<file path="src/rtl/spi_tx_arbiter.sv">
`timescale 1ns/1ps
`default_nettype none
// +--------------------------------------------------------------------------+
// | Module   : spi_tx_arbiter                                                |
// | Purpose  : Frame-granular round-robin sharing of one SPI byte serializer  |
// |            with start/done handshake and a programmable inter-frame gap. |
// | Options  : SPI_ARB_TIMEOUT_EN adds a tx_done watchdog (err_timeout).     |
// | Revision : 1.0 - initial release                                          |
// +--------------------------------------------------------------------------+
module spi_tx_arbiter #(
  parameter int NUM_REQ    = 4,
  parameter int GAP_CYCLES = 2,
  parameter int TIMEOUT    = 64
) (
  input  logic                 clk,
  input  logic                 rst_n,
  input  logic [NUM_REQ-1:0]   i_req_valid,
  input  logic [8*NUM_REQ-1:0] i_req_data,
  input  logic [NUM_REQ-1:0]   i_req_last,
  output logic [NUM_REQ-1:0]   o_req_ready,
  output logic [NUM_REQ-1:0]   o_grant,
  output logic                 o_busy,
  output logic [7:0]           o_tx_data,
  output logic                 o_tx_start,
  input  logic                 i_tx_done,
  output logic                 o_err_timeout
);

  localparam int c_PTR_W = (NUM_REQ > 1) ? $clog2(NUM_REQ) : 1;
  localparam int c_GAP_W = (GAP_CYCLES > 1) ? $clog2(GAP_CYCLES) : 1;
  localparam bit c_HAS_GAP = (GAP_CYCLES > 0);
  localparam logic [c_GAP_W-1:0] c_GAP_LAST = c_GAP_W'((GAP_CYCLES > 0) ? GAP_CYCLES - 1 : 0);

  typedef enum logic [1:0] {
    S_IDLE = 2'd0,
    S_LOAD = 2'd1,
    S_WAIT = 2'd2,
    S_GAP  = 2'd3
  } state_t;

  state_t               r_state;
  state_t               w_next;
  logic [NUM_REQ-1:0]   r_grant;
  logic [c_PTR_W-1:0]   r_ptr;
  logic [7:0]           r_tx_data;
  logic                 r_tx_start;
  logic                 r_last;
  logic                 r_busy;
  logic [c_GAP_W-1:0]   r_gap_cnt;

  logic [NUM_REQ-1:0]   w_mask;
  logic [NUM_REQ-1:0]   w_pick;
  logic [NUM_REQ-1:0]   w_win_oh;
  logic [c_PTR_W-1:0]   w_win_idx;
  logic [7:0]           w_gbyte;
  logic                 w_gvalid;
  logic                 w_glast;
  logic                 w_xfer;
  logic                 w_to_hit;

  // Requesters strictly above the pointer win first; otherwise wrap to the lowest.
  always_comb begin
    w_mask = '0;
    for (int i = 0; i < NUM_REQ; i++) begin
      w_mask[i] = (c_PTR_W'(i) > r_ptr);
    end
  end

  always_comb begin
    w_pick    = (|(i_req_valid & w_mask)) ? (i_req_valid & w_mask) : i_req_valid;
    w_win_idx = '0;
    w_win_oh  = '0;
    for (int i = NUM_REQ - 1; i >= 0; i--) begin
      if (w_pick[i]) begin
        w_win_idx   = c_PTR_W'(i);
        w_win_oh    = '0;
        w_win_oh[i] = 1'b1;
      end
    end
  end

  always_comb begin
    w_gbyte = '0;
    for (int i = 0; i < NUM_REQ; i++) begin
      if (r_grant[i]) begin
        w_gbyte = i_req_data[8*i +: 8];
      end
    end
  end

  assign w_gvalid = |(i_req_valid & r_grant);
  assign w_glast  = |(i_req_last & r_grant);
  assign w_xfer   = (r_state == S_LOAD) && w_gvalid;

  always_comb begin
    o_req_ready = '0;
    if (r_state == S_LOAD) begin
      o_req_ready = i_req_valid & r_grant;
    end
  end

`ifdef SPI_ARB_TIMEOUT_EN
  localparam int c_TO_W = (TIMEOUT > 1) ? $clog2(TIMEOUT) : 1;
  localparam logic [c_TO_W-1:0] c_TO_LAST = c_TO_W'(TIMEOUT - 1);

  logic [c_TO_W-1:0] r_to_cnt;
  logic              r_err;

  assign w_to_hit = (r_state == S_WAIT) && !i_tx_done && (r_to_cnt == c_TO_LAST);

  always_ff @(posedge clk or negedge rst_n) begin
    if (!rst_n) begin
      r_to_cnt <= '0;
      r_err    <= 1'b0;
    end else begin
      r_err    <= w_to_hit;
      r_to_cnt <= ((r_state == S_WAIT) && (w_next == S_WAIT)) ? r_to_cnt + c_TO_W'(1) : '0;
    end
  end

  assign o_err_timeout = r_err;
`else
  assign w_to_hit = 1'b0;
  // TIMEOUT only has meaning when the watchdog is built in; this is constant 0.
  assign o_err_timeout = (TIMEOUT < 0);
`endif

  always_ff @(posedge clk or negedge rst_n) begin
    if (!rst_n) begin
      r_state <= S_IDLE;
    end else begin
      r_state <= w_next;
    end
  end

  always_comb begin
    w_next = r_state;
    case (r_state)
      S_IDLE: begin
        if (|i_req_valid) begin
          w_next = S_LOAD;
        end
      end
      S_LOAD: begin
        if (w_xfer) begin
          w_next = S_WAIT;
        end
      end
      S_WAIT: begin
        if (i_tx_done) begin
          if (r_last) begin
            w_next = c_HAS_GAP ? S_GAP : S_IDLE;
          end else begin
            w_next = S_LOAD;
          end
        end else if (w_to_hit) begin
          w_next = c_HAS_GAP ? S_GAP : S_IDLE;
        end
      end
      S_GAP: begin
        if (r_gap_cnt == c_GAP_LAST) begin
          w_next = S_IDLE;
        end
      end
      default: w_next = S_IDLE;
    endcase
  end

  always_ff @(posedge clk or negedge rst_n) begin
    if (!rst_n) begin
      r_grant    <= '0;
      r_ptr      <= c_PTR_W'(NUM_REQ - 1);
      r_tx_data  <= '0;
      r_tx_start <= 1'b0;
      r_last     <= 1'b0;
      r_busy     <= 1'b0;
      r_gap_cnt  <= '0;
    end else begin
      r_tx_start <= w_xfer;
      r_busy     <= (w_next != S_IDLE);
      r_gap_cnt  <= (r_state == S_GAP) ? r_gap_cnt + c_GAP_W'(1) : '0;
      if (w_xfer) begin
        r_tx_data <= w_gbyte;
        r_last    <= w_glast;
      end
      // Ownership is taken in IDLE and dropped on the edge that returns to IDLE.
      if (r_state == S_IDLE) begin
        if (|i_req_valid) begin
          r_grant <= w_win_oh;
          r_ptr   <= w_win_idx;
        end
      end else if (w_next == S_IDLE) begin
        r_grant <= '0;
      end
    end
  end

  assign o_grant    = r_grant;
  assign o_busy     = r_busy;
  assign o_tx_data  = r_tx_data;
  assign o_tx_start = r_tx_start;

endmodule
`default_nettype wire

</file>
<file path="config.mk">
export PLATFORM = sky130hd
export DESIGN_NAME = spi_tx_arbiter
export DESIGN_NICKNAME = d
export VERILOG_FILES = /design/src/rtl/spi_tx_arbiter.sv
export SDC_FILE = /design/constraint.sdc
export NUM_CORES = 1
export LEC_CHECK = 0
export BUFFER_PORTS_ARGS = -buffer_cell sky130_fd_sc_hd__buf_2
export CORE_MARGIN = 2
export CORE_UTILIZATION = 49
export CTS_CLUSTER_SIZE = 20
export DETAILED_ROUTE_END_ITERATION = 10
export PLACE_DENSITY = 0.88
export SETUP_SLACK_MARGIN = 0.2
export SYNTH_ARGS = -nofsm -noshare
export SYNTH_HDL_FRONTEND = slang
export SYNTH_SLANG_ARGS = --single-unit
</file>
<file path="constraint.sdc">
create_clock -name clk -period 2.5 [get_ports clk]
set_clock_uncertainty 0.1 [all_clocks]
set_input_delay 0.375 -clock clk [delete_from_list [all_inputs] [get_ports clk]]
set_output_delay 0.375 -clock clk [all_outputs]
set_load 0.1 [all_outputs]
</file>
==> run_results.csv <==
group,metric,value,unit
yosys,netlist-cell-type-count,39,
critical_path,crit_required,2030,ps
timing,max_freq,458,MHz
detailed_routing,vias,1322,
clock_tree,worstSkewPairLatency,300,ps
critical_path,critPathTopFamily,"simple AND/OR/NAND/NOR gates",
yosys,synth_nets,183,
timing,timing.final.crit_period,2180,ps
floorplanning,die_h,54.5,µm
yosys,synth_area_leaders,"dfrtp_1, a211o_1, a221oi_1",
cells_and_area,finalNonFillerCells,224,
timing,tns,0,ps
flow_run,drv_cap,0,
cells_and_area,syn2layout_area_growth,29.1,%
floorplanning,start_util,0.508,
yosys,synthesis.instances,140,
floorplanning,die_w,54.5,µm
critical_path,cp.arrival,1710,ps
floorplanning,rows,18,
floorplanning,core_area,2450,µm²
yosys,synth_async_sr_flop_share,1.00,
critical_path,cp_max_fo,9,
worst_hold_path,min_path_type,"in -> reg",
timing,fin_crit_sh,0.873,
detailed_routing,firstDrtPassIters,4,
clock_tree,clk_path_buf_depth,2,
cells_and_area,nFillCells,205,
detailed_routing,drt-total-wl,3.41,mm
critical_path,crit_type,"reg -> out",
yosys,post-synth-top-count-cell,"dfrtp_1",
outcome,outcome,"finished clean",
critical_path,slowest_stage,"dfrtp_1",
clock_tree,tritoncts,"yes",
global_route,grt_pass1_wl,5.02,mm
yosys,ys_ff_latch,20,
critical_path,critical_path.cell_chain,"nand2b_1, nor2_4, clkbuf_4",
placement,port-buffer-count,60,
clock_tree,clockRootBuffer,"clkbuf_4",
clock_tree,post_cts_buffers,0,
cells_and_area,antenna_cells,0,
yosys,synthFlopType,"dfrtp_1",
clock_tree,clk_pin_slew,120,ps
global_route,grt_max_degree,22,
placement,numPlacedInstances,219,
timing,rsz0062_at_grt,"false",
yosys,synth-edff-count,0,
floorplanning,die_area,2970,µm²
critical_path,slowest_delay,480,ps
timing,hold_viol_final,0,
detailed_routing,vias_per_cell,5.90,
cells_and_area,drive_gt1_frac,0.412,
global_route,grt_pass1_vias,1140,
placement,place.gp.congestion,0.877,
yosys,ys_warn_count,0,
floorplanning,ios,62,
detailed_routing,ant_nets,0,
yosys,synthesis.area,1250,µm²
placement,dpl.hpwl,2.55,mm
timing,worst_slew_pin_slew,534,ps
detailed_routing,wl_per_cell,15.2,µm
cells_and_area,multi_input_area,666,µm²
detailed_routing,drtIter0Drc,33,
yosys,yosys-top-cells-count,"dfrtp_1, nand2_1, nor2_1",
cells_and_area,final_nets,238,
detailed_routing,post-route-drc-count,0,
yosys,synth-seq-area-share,0.403,
critical_path,crit_buf_inv,1,
critical_path,cp-end-kind,"primary output",
clock_tree,cts_buffers,3,
yosys,yosysTopAreaCell,"dfrtp_1",
global_route,antenna_found_initial,0,
yosys,synth_top_cell_area_share,0.361,
global_route,grt_overflow,0,
timing,setup_viol,0,
global_route,grt.total_usage,0.236,
cells_and_area,regArea,509,µm²
timing,slew_headroom,0.643,
yosys,syn_area_per_cell,8.91,µm²
timing,final_max_slew_viol_count,0,
clock_tree,clock-sinks,20,
clock_tree,h-tree-depth,1,
critical_path,start_kind,"flip-flop",
## worst paths after layout
kind	from	to	slack (ps)	cells past startpoint
min in group asynchronous	rst_n	o_tx_data[7]	450	2
min	i_req_data[30]	o_tx_data[6]	220	3
max in group asynchronous	rst_n	o_grant[2]	1490	2
max reg2reg	o_grant[1]	o_tx_data[3]	690	4
min reg2reg	r_gap_cnt	r_gap_cnt	400	1
max	r_state[1]	o_req_ready[3]	320	3
## layer usage
metal	GRT usage	wire (µm)	vias up
met5	0	0	-
met4	0.113	91	0
met3	0.0328	151	10
met2	0.396	1790	49
met1	0.297	1370	648
li1	-	-	615
## worst reg2reg max path, delay by kind of cell, from the launching register on
family | cells | cell delay [ps]
flip-flops | 1 | 530
AO/OA/AOI/OAI | 3 | 640
AND/OR/NAND/NOR | 1 | 470
## repair_timing
item / in CTS / in global routing
endpoints found under the hold margin: 18 / 0
endpoints found under the setup margin: 0 / 4
hold buffers: 1 / 0
gates resized for setup: 0 / 4
## sequential cells by signal, indices dropped and copies added (netlist names)
| signal | flops |
|---|---|
| r_state | 2 |
| r_ptr | 2 |
| o_busy | 1 |
| r_last | 1 |
| o_grant | 4 |
| r_gap_cnt | 1 |
| o_tx_start | 1 |
| o_tx_data | 8 |
## cell families (layout without fill, tap and decap cells)
kind of cell / Yosys count / count (layout) / share of synthesized area
buf+inv: 22 / 76 / 0.0873
other cells: 1 / 1 / 0.00301
flops: 20 / 20 / 0.403
simple gates: 44 / 44 / 0.155
xor+xnor: 1 / 1 / 0.00702
compound gates: 52 / 52 / 0.344
## placed cells by master (no fill, tap or decap), types with 4 or more instances in the layout
cell type and n:
a211o_1 8, a221oi_1 8, a31oi_1 9, buf_2 56
clkbuf_4 7, dfrtp_1 15, inv_1 11, nand2_1 17
nor2_1 13, nor2_4 4, o21ai_0 5
## area by class of cell
| class | count | area share |
|---|---|---|
| well taps | 30 | 0.0233 |
| repair buffers | 61 | 0.199 |
| clock buffers | 4 | 0.0225 |
| flip-flops and latches | 20 | 0.316 |
| multi-input cells | 98 | 0.413 |
| inverters | 11 | 0.0256 |
## metrics by stage
| stage | cell area (µm²) | hold slack [ps] | utilization | setup slack [ps] |
|---|---|---|---|---|
| finish | 1610 | 225 | 0.656 | 316 |
| CTS | 1600 | 218 | 0.652 | 222 |
| global placement | 1550 | 249 | 0.633 | 635 |
| detailed placement | 1550 | 254 | 0.633 | 568 |
| global route | 1610 | 216 | 0.656 | 238 |
| floorplan | 1280 | -20.6 | - | 124 |
Power is not shown: default switching activity piles up to over one toggle a cycle in this logic, so the estimate is an artifact.
